<file path="config.mk">
export PLATFORM = sky130hd
export DESIGN_NAME = fetch_stage
export DESIGN_NICKNAME = d
export VERILOG_FILES = /design/src/rtl/fetch_stage.sv
export SDC_FILE = /design/constraint.sdc
export NUM_CORES = 1
export LEC_CHECK = 0
export ABC_CLOCK_PERIOD_IN_PS = 6200
export CORE_MARGIN = 3
export CORE_UTILIZATION = 30
export DETAILED_ROUTE_END_ITERATION = 7
export PLACE_DENSITY_LB_ADDON = 0.05
export SLEW_MARGIN = 20
export SYNTH_ARGS = -nofsm -noshare
export SYNTH_HDL_FRONTEND = slang
export SYNTH_SLANG_ARGS = --single-unit
export TNS_END_PERCENT = 50
</file>
<file path="constraint.sdc">
create_clock -name clk -period 6.2 [get_ports clk]
set_input_delay 1.24 -clock clk [delete_from_list [all_inputs] [get_ports clk]]
set_output_delay 1.24 -clock clk [all_outputs]
set_load 0.01 [all_outputs]
</file>
<file path="src/rtl/fetch_stage.sv">
// fetch_stage -- instruction-fetch stage of the five-stage pipelined CPU.
//
// Holds the fetch PC (PC_F), selects the next PC from the D-stage jump select
// and registers the IF/ID pipeline stage. Branches and jumps resolve in D with
// a one-instruction delay slot, so a redirect never squashes the F-stage fetch.
//
// Optional feature macro: PC_CHECK_EN
//   Defined   -> illegal fetch addresses (misaligned or outside instruction
//                memory) set a sticky pc_err and turn their fetches into nops.
//   Undefined -> no checking, pc_err is tied low.
//
// Ports:
//   clk        in   rising-edge clock
//   reset      in   asynchronous active-high reset
//   stall      in   hold PC_F and IF/ID
//   flush_d    in   load a nop bubble into IF/ID
//   jump_ctrl  in   next-PC select: 00 PC+4, 01 branch, 10 j/jal, 11 jr (RD1)
//   imm16_d    in   D-stage branch offset
//   index26_d  in   D-stage jump target index
//   rs_val_d   in   forwarded rs value (jr target)
//   im_addr    out  instruction memory address (PC_F)
//   im_rdata   in   instruction at im_addr (combinational read)
//   instr_d    out  IF/ID instruction
//   pc_d       out  IF/ID PC
//   pc8_d      out  IF/ID PC+8 (jal link value)
//   valid_d    out  IF/ID holds a real fetched instruction
//   pc_err     out  sticky fetch-address error
module fetch_stage #(
  parameter logic [31:0] RESET_PC = 32'h0000_3000,
  parameter int unsigned IM_DEPTH = 4096
) (
  input  logic        clk,
  input  logic        reset,
  input  logic        stall,
  input  logic        flush_d,
  input  logic [1:0]  jump_ctrl,
  input  logic [15:0] imm16_d,
  input  logic [25:0] index26_d,
  input  logic [31:0] rs_val_d,
  output logic [31:0] im_addr,
  input  logic [31:0] im_rdata,
  output logic [31:0] instr_d,
  output logic [31:0] pc_d,
  output logic [31:0] pc8_d,
  output logic        valid_d,
  output logic        pc_err
);

  typedef enum logic [1:0] {
    SEL_SEQ    = 2'b00,
    SEL_BRANCH = 2'b01,
    SEL_JUMP   = 2'b10,
    SEL_REG    = 2'b11
  } jump_sel_e;

  if (IM_DEPTH == 0) begin : g_bad_depth
    $error("fetch_stage: IM_DEPTH must be nonzero");
  end

  logic [31:0] pc_f_q;
  logic [31:0] instr_q;
  logic [31:0] pc_q;
  logic [31:0] pc8_q;
  logic        valid_q;
  logic [31:0] pc_f_d;
  logic        fetch_bad;
  jump_sel_e   jump_sel;

  assign jump_sel = jump_sel_e'(jump_ctrl);

  always_comb begin
    pc_f_d = pc_f_q + 32'd4;
    unique case (jump_sel)
      SEL_SEQ:    pc_f_d = pc_f_q + 32'd4;
      // Branch offset is relative to the delay-slot address (pc_d + 4).
      SEL_BRANCH: pc_f_d = pc_q + 32'd4 + {{14{imm16_d[15]}}, imm16_d, 2'b00};
      SEL_JUMP:   pc_f_d = {pc_q[31:28], index26_d, 2'b00};
      SEL_REG:    pc_f_d = rs_val_d;
      default:    pc_f_d = pc_f_q + 32'd4;
    endcase
  end

`ifdef PC_CHECK_EN
  localparam logic [32:0] PC_LIMIT = {1'b0, RESET_PC} + 33'(4 * IM_DEPTH);

  logic pc_err_q;
  logic next_bad;

  // 33-bit compare so a memory window ending at 2^32 does not wrap.
  function automatic logic pc_illegal(input logic [31:0] pc);
    return (pc[1:0] != 2'b00) || (pc < RESET_PC) || ({1'b0, pc} >= PC_LIMIT);
  endfunction

  assign fetch_bad = pc_illegal(pc_f_q);
  assign next_bad  = pc_illegal(pc_f_d);

  always_ff @(posedge clk or posedge reset) begin
    if (reset) begin
      pc_err_q <= 1'b0;
    end else if (!stall && next_bad) begin
      pc_err_q <= 1'b1;
    end
  end

  assign pc_err = pc_err_q;
`else
  assign fetch_bad = 1'b0;
  assign pc_err    = 1'b0;
`endif

  always_ff @(posedge clk or posedge reset) begin
    if (reset) begin
      pc_f_q  <= RESET_PC;
      instr_q <= '0;
      pc_q    <= '0;
      pc8_q   <= '0;
      valid_q <= 1'b0;
    end else if (!stall) begin
      pc_f_q <= pc_f_d;
      if (flush_d || fetch_bad) begin
        instr_q <= '0;
        pc_q    <= '0;
        pc8_q   <= '0;
        valid_q <= 1'b0;
      end else begin
        instr_q <= im_rdata;
        pc_q    <= pc_f_q;
        pc8_q   <= pc_f_q + 32'd8;
        valid_q <= 1'b1;
      end
    end
  end

  assign im_addr = pc_f_q;
  assign instr_d = instr_q;
  assign pc_d    = pc_q;
  assign pc8_d   = pc8_q;
  assign valid_d = valid_q;

endmodule

</file>
==> qor.tcl <==
set qor(outcome) {completed}
set qor(tightestPinTransition_ns) 0.9450
set qor(fp.dieW_um) 171.9
set qor(buffer_ports.inserted) 240
set qor(critical_path_source_type) {primary input}
set qor(async_sr_flop_fraction) 1.000
set qor(power.density_mw_per_mm2) 284.0
set qor(yosys_warnings) 0
set qor(cts_made_buffers) 17
set qor(logic_depth_of_the_worst_register_to_register_path) 14
set qor(floorplan.die_area_mm2) 0.02956
set qor(finalCritPeriodShare) 0.6887
set qor(placement_rows) 60
set qor(synth_area_leaders) {sky130_fd_sc_hd__dfrtp_1 38%, sky130_fd_sc_hd__ha_1 8.9%, sky130_fd_sc_hd__nand2_1 6.1%}
set qor(post-synth-top-area-cell) {sky130_fd_sc_hd__dfrtp_1}
set qor(pin_count_of_the_biggest_net_entering_global_routing) 99
set qor(regToRegSetupSlack_ns) 2.81
set qor(htree_num_levels) 4
set qor(netlist-cell-type-count) 72
set qor(maxCapViolations) 0
set qor(max_freq_ghz) 0.2342
set qor(groute.usage.overall) 0.2058
set qor(cp_max_fo) 15
set qor(internal_power_mw) 2.067
set qor(synth_fp_nets) 1070
set qor(cts_setup_buffers) 0
set qor(cts_repair_resize_count) 0
set qor(vdd_drop_max_uv) 162.3
set qor(global_route.overflow_total) 0
set qor(ctsLongestPathBuffers) 2
set qor(worstReg2RegEnd) {im_addr[27]$_DFFE_PP0N_}
set qor(final.setup.tns_ns) 0
set qor(grt_antenna_before_repair) 0
set qor(clockRootBuffer) {sky130_fd_sc_hd__clkbuf_16}
set qor(syn2layout_area_growth_pct) 38.48
set qor(layout_common_cells) {238 x sky130_fd_sc_hd__clkdlybuf4s50_1, 135 x sky130_fd_sc_hd__nand2_1, 124 x sky130_fd_sc_hd__dfrtp_1}
set qor(clk_transition_reported_paths_ns) 0.07
set qor(whs_ns) 0.4832
set qor(clkPwrFrac) 0.312
set qor(drt_iter0_markers) 531
set qor(initial_utilization) 0.3056
set qor(num_vias) 7568
set qor(timing_worst_setup_path_type) {primary input to flip-flop}
set qor(layout_commonest_cell) {sky130_fd_sc_hd__clkdlybuf4s50_1}
set qor(antennaDiodeCount) 0
set qor(unrepaired_setup_endpoints_after_global_routing) {no}
set qor(clk_latency_ns) 0.43
set qor(synth_ff_type) {sky130_fd_sc_hd__dfrtp_1}
set qor(place_congestion) 0.8828
set qor(setup_ws_ns) 1.930
set qor(drtAntennaViolNets) 0
set qor(lkg_pwr_nw) 4.826
set qor(clock_sink_count) 126
set qor(netSwitchingFraction) 0.3637
set qor(final_max_slew_viol_count) 0
set qor(detail_route.vias_per_cell) 5.227
set qor(worst_r2r_src) {pc_d[2]$_DFFE_PP0N_}
set qor(crit_path_time_final_ns) 4.270
set qor(post_synth_instance_area_mm2) 0.008259
set qor(synth_cells) 898
set qor(net-switching-power_mw) 1.181
set qor(combinational_power_share) 0.340
set qor(core_area_mm2) 0.02703
set qor(drt_pre_antenna_iters) 5
set qor(grt_pass1_vias) 7510
set qor(setup_viol) 0
set qor(arrival_ns) 4.58
set qor(skew_ns) 0.01273
set qor(hpwlAfterDp_mm) 21.80
set qor(synth_enable_flop_cells) 0
set qor(grt_pass1_wl_mm) 46.44
set qor(nets) 1266
set qor(routed_wire_length_per_instance_um) 21.23
set qor(sequentialPowerShare) 0.348
set qor(drc) 0
set qor(synth_sequential_area_ratio) 0.3821
set qor(cp.required_ns) 6.51
set qor(finalHoldViolations) 0
set qor(die_h_um) 171.9
set qor(finalWirelength_mm) 30.74
set qor(register_bit_count_reported_by_yosys) 126
set qor(synth_area_per_cell_um2) 9.197
set qor(crit_end) {im_addr[30]$_DFFE_PP0N_}
set qor(endpoint_kind) {flip-flop}
set qor(worst_setup_slack_before_clock_tree_synthesis_ns) 1.533
set qor(crit_start) {imm16_d[15]}
set qor(max_slew_margin) 0.3700
set qor(final_layout_size_suffix_gt1_frac) 0.08040
set qor(synth_top_area_frac) 0.3757
set qor(post_cts_hold_buffer_count) 0
set qor(worst_hold_path_type) {flip-flop to flip-flop}
set qor(io-pin-count) 242
set qor(cts_tree) {built}
power groups by stage:
stage / clock network [mW] / logic (mW) / registers (mW)
finish: 1.01 / 1.10 / 1.13
global route: 1.07 / 1.22 / 1.15
CTS: 1.03 / 1.12 / 1.13
detailed placement: 0 / 1.11 / 1.14
global placement: 0 / 1.11 / 1.14
floorplan: 0 / 0.609 / 1.11
synthesized netlist by cell type, types with 4 or more instances:
master                     number
sky130_fd_sc_hd__a211oi_1       4
sky130_fd_sc_hd__a21o_1        15
sky130_fd_sc_hd__a21oi_1       45
sky130_fd_sc_hd__a221oi_1       7
sky130_fd_sc_hd__a22o_1        36
sky130_fd_sc_hd__a31oi_1        5
sky130_fd_sc_hd__a32oi_1        7
sky130_fd_sc_hd__and3_1         7
sky130_fd_sc_hd__buf_1         10
sky130_fd_sc_hd__buf_2          8
sky130_fd_sc_hd__buf_4          5
sky130_fd_sc_hd__clkbuf_1      50
sky130_fd_sc_hd__dfrtp_1      124
sky130_fd_sc_hd__ha_1          59
sky130_fd_sc_hd__inv_1         16
sky130_fd_sc_hd__mux2_2        14
sky130_fd_sc_hd__mux2i_1       15
sky130_fd_sc_hd__mux4_2         8
sky130_fd_sc_hd__nand2_1      135
sky130_fd_sc_hd__nand2b_1       4
sky130_fd_sc_hd__nand3_1       26
sky130_fd_sc_hd__nand4_1       13
sky130_fd_sc_hd__nor2_1        43
sky130_fd_sc_hd__nor2b_1        4
sky130_fd_sc_hd__nor3_1         9
sky130_fd_sc_hd__nor4_1         7
sky130_fd_sc_hd__o21ai_0       83
sky130_fd_sc_hd__o21ai_1        9
sky130_fd_sc_hd__o22a_1         8
sky130_fd_sc_hd__o22ai_1        5
sky130_fd_sc_hd__o31ai_1        7
sky130_fd_sc_hd__xnor2_1       28
sky130_fd_sc_hd__xor2_1        26
layer usage:
metal,vias up,share of wire,GRT usage
met2,214,0.48,0.3366
met1,3672,0.46,0.2855
met5,-,0,0
li1,3655,-,-
met3,27,0.043,0.03384
met4,0,0.017,0.05102
cells by family after synthesis:
family | Yosys count | share of synthesized area
AOI/OAI and AO/OA | 261 | 0.2106
xor gates and xnor gates | 54 | 0.05726
adders and majority gates | 60 | 0.09180
other | 1 | 0.0004540
buffers and inverters | 89 | 0.04393
muxes | 37 | 0.05908
and+or+nand+nor | 270 | 0.1548
DFF | 126 | 0.3821
through the flow:
step	cells	utilization	area, um2	total power, mW
2_1_floorplan	898	-	8259	1.716
3_3_place_gp	1416	0.4019	10860	2.254
3_5_place_dp	1416	0.4019	10860	2.252
4_1_cts	1448	0.4232	11440	3.279
5_1_grt	1448	0.4232	11440	3.444
6_report	1448	0.4232	11440	3.248
sequential cells by signal, summed over array words and instances, names as in the netlist:
| signal | cells |
|---|---|
| im_addr | 32 |
| instr_d | 32 |
| pc_d | 32 |
| pc8_d | 29 |
| valid_d | 1 |
worst min path at each step:
stage | end | slack, ns | cells past startpoint | startpoint
after global routing | pc8_d[8]$_DFFE_PP0N_ | 0.51 | 2 | pc8_d[8]$_DFFE_PP0N_
final | pc8_d[17]$_DFFE_PP0N_ | 0.48 | 2 | pc8_d[17]$_DFFE_PP0N_
after detailed placement | pc8_d[17]$_DFFE_PP0N_ | 0.47 | 2 | pc8_d[17]$_DFFE_PP0N_
after global placement | pc8_d[6]$_DFFE_PP0N_ | 0.47 | 2 | pc8_d[6]$_DFFE_PP0N_
after floorplan | valid_d$_DFFE_PP0N_ | 0.52 | 2 | valid_d$_DFFE_PP0N_
after CTS | pc8_d[17]$_DFFE_PP0N_ | 0.49 | 2 | pc8_d[17]$_DFFE_PP0N_
critical path, cell delays in order:
cell and delay, ns:
sky130_fd_sc_hd__clkdlybuf4s50_1 0.95, sky130_fd_sc_hd__ha_1 0.36, sky130_fd_sc_hd__ha_1 0.37, sky130_fd_sc_hd__a21o_1 0.17
sky130_fd_sc_hd__a21o_1 0.16, sky130_fd_sc_hd__a21oi_1 0.14, sky130_fd_sc_hd__o21ai_0 0.18, sky130_fd_sc_hd__o211ai_2 0.20
sky130_fd_sc_hd__a21oi_1 0.11, sky130_fd_sc_hd__or4_1 0.47, sky130_fd_sc_hd__a31o_1 0.22
final cells by class:
| cell class | instances | area (um2) |
|---|---|---|
| fillers | 2686 | 15590 |
| multi-input cells | 683 | 4746 |
| flip-flops and latches | 126 | 3156 |
| repair buffers | 250 | 2470 |
| well taps | 341 | 426.7 |
| clock buffers | 17 | 425.4 |
| clock inverters | 15 | 148.9 |
| inverters | 16 | 65.06 |
Note: power is estimated with default switching activity, not from simulation.
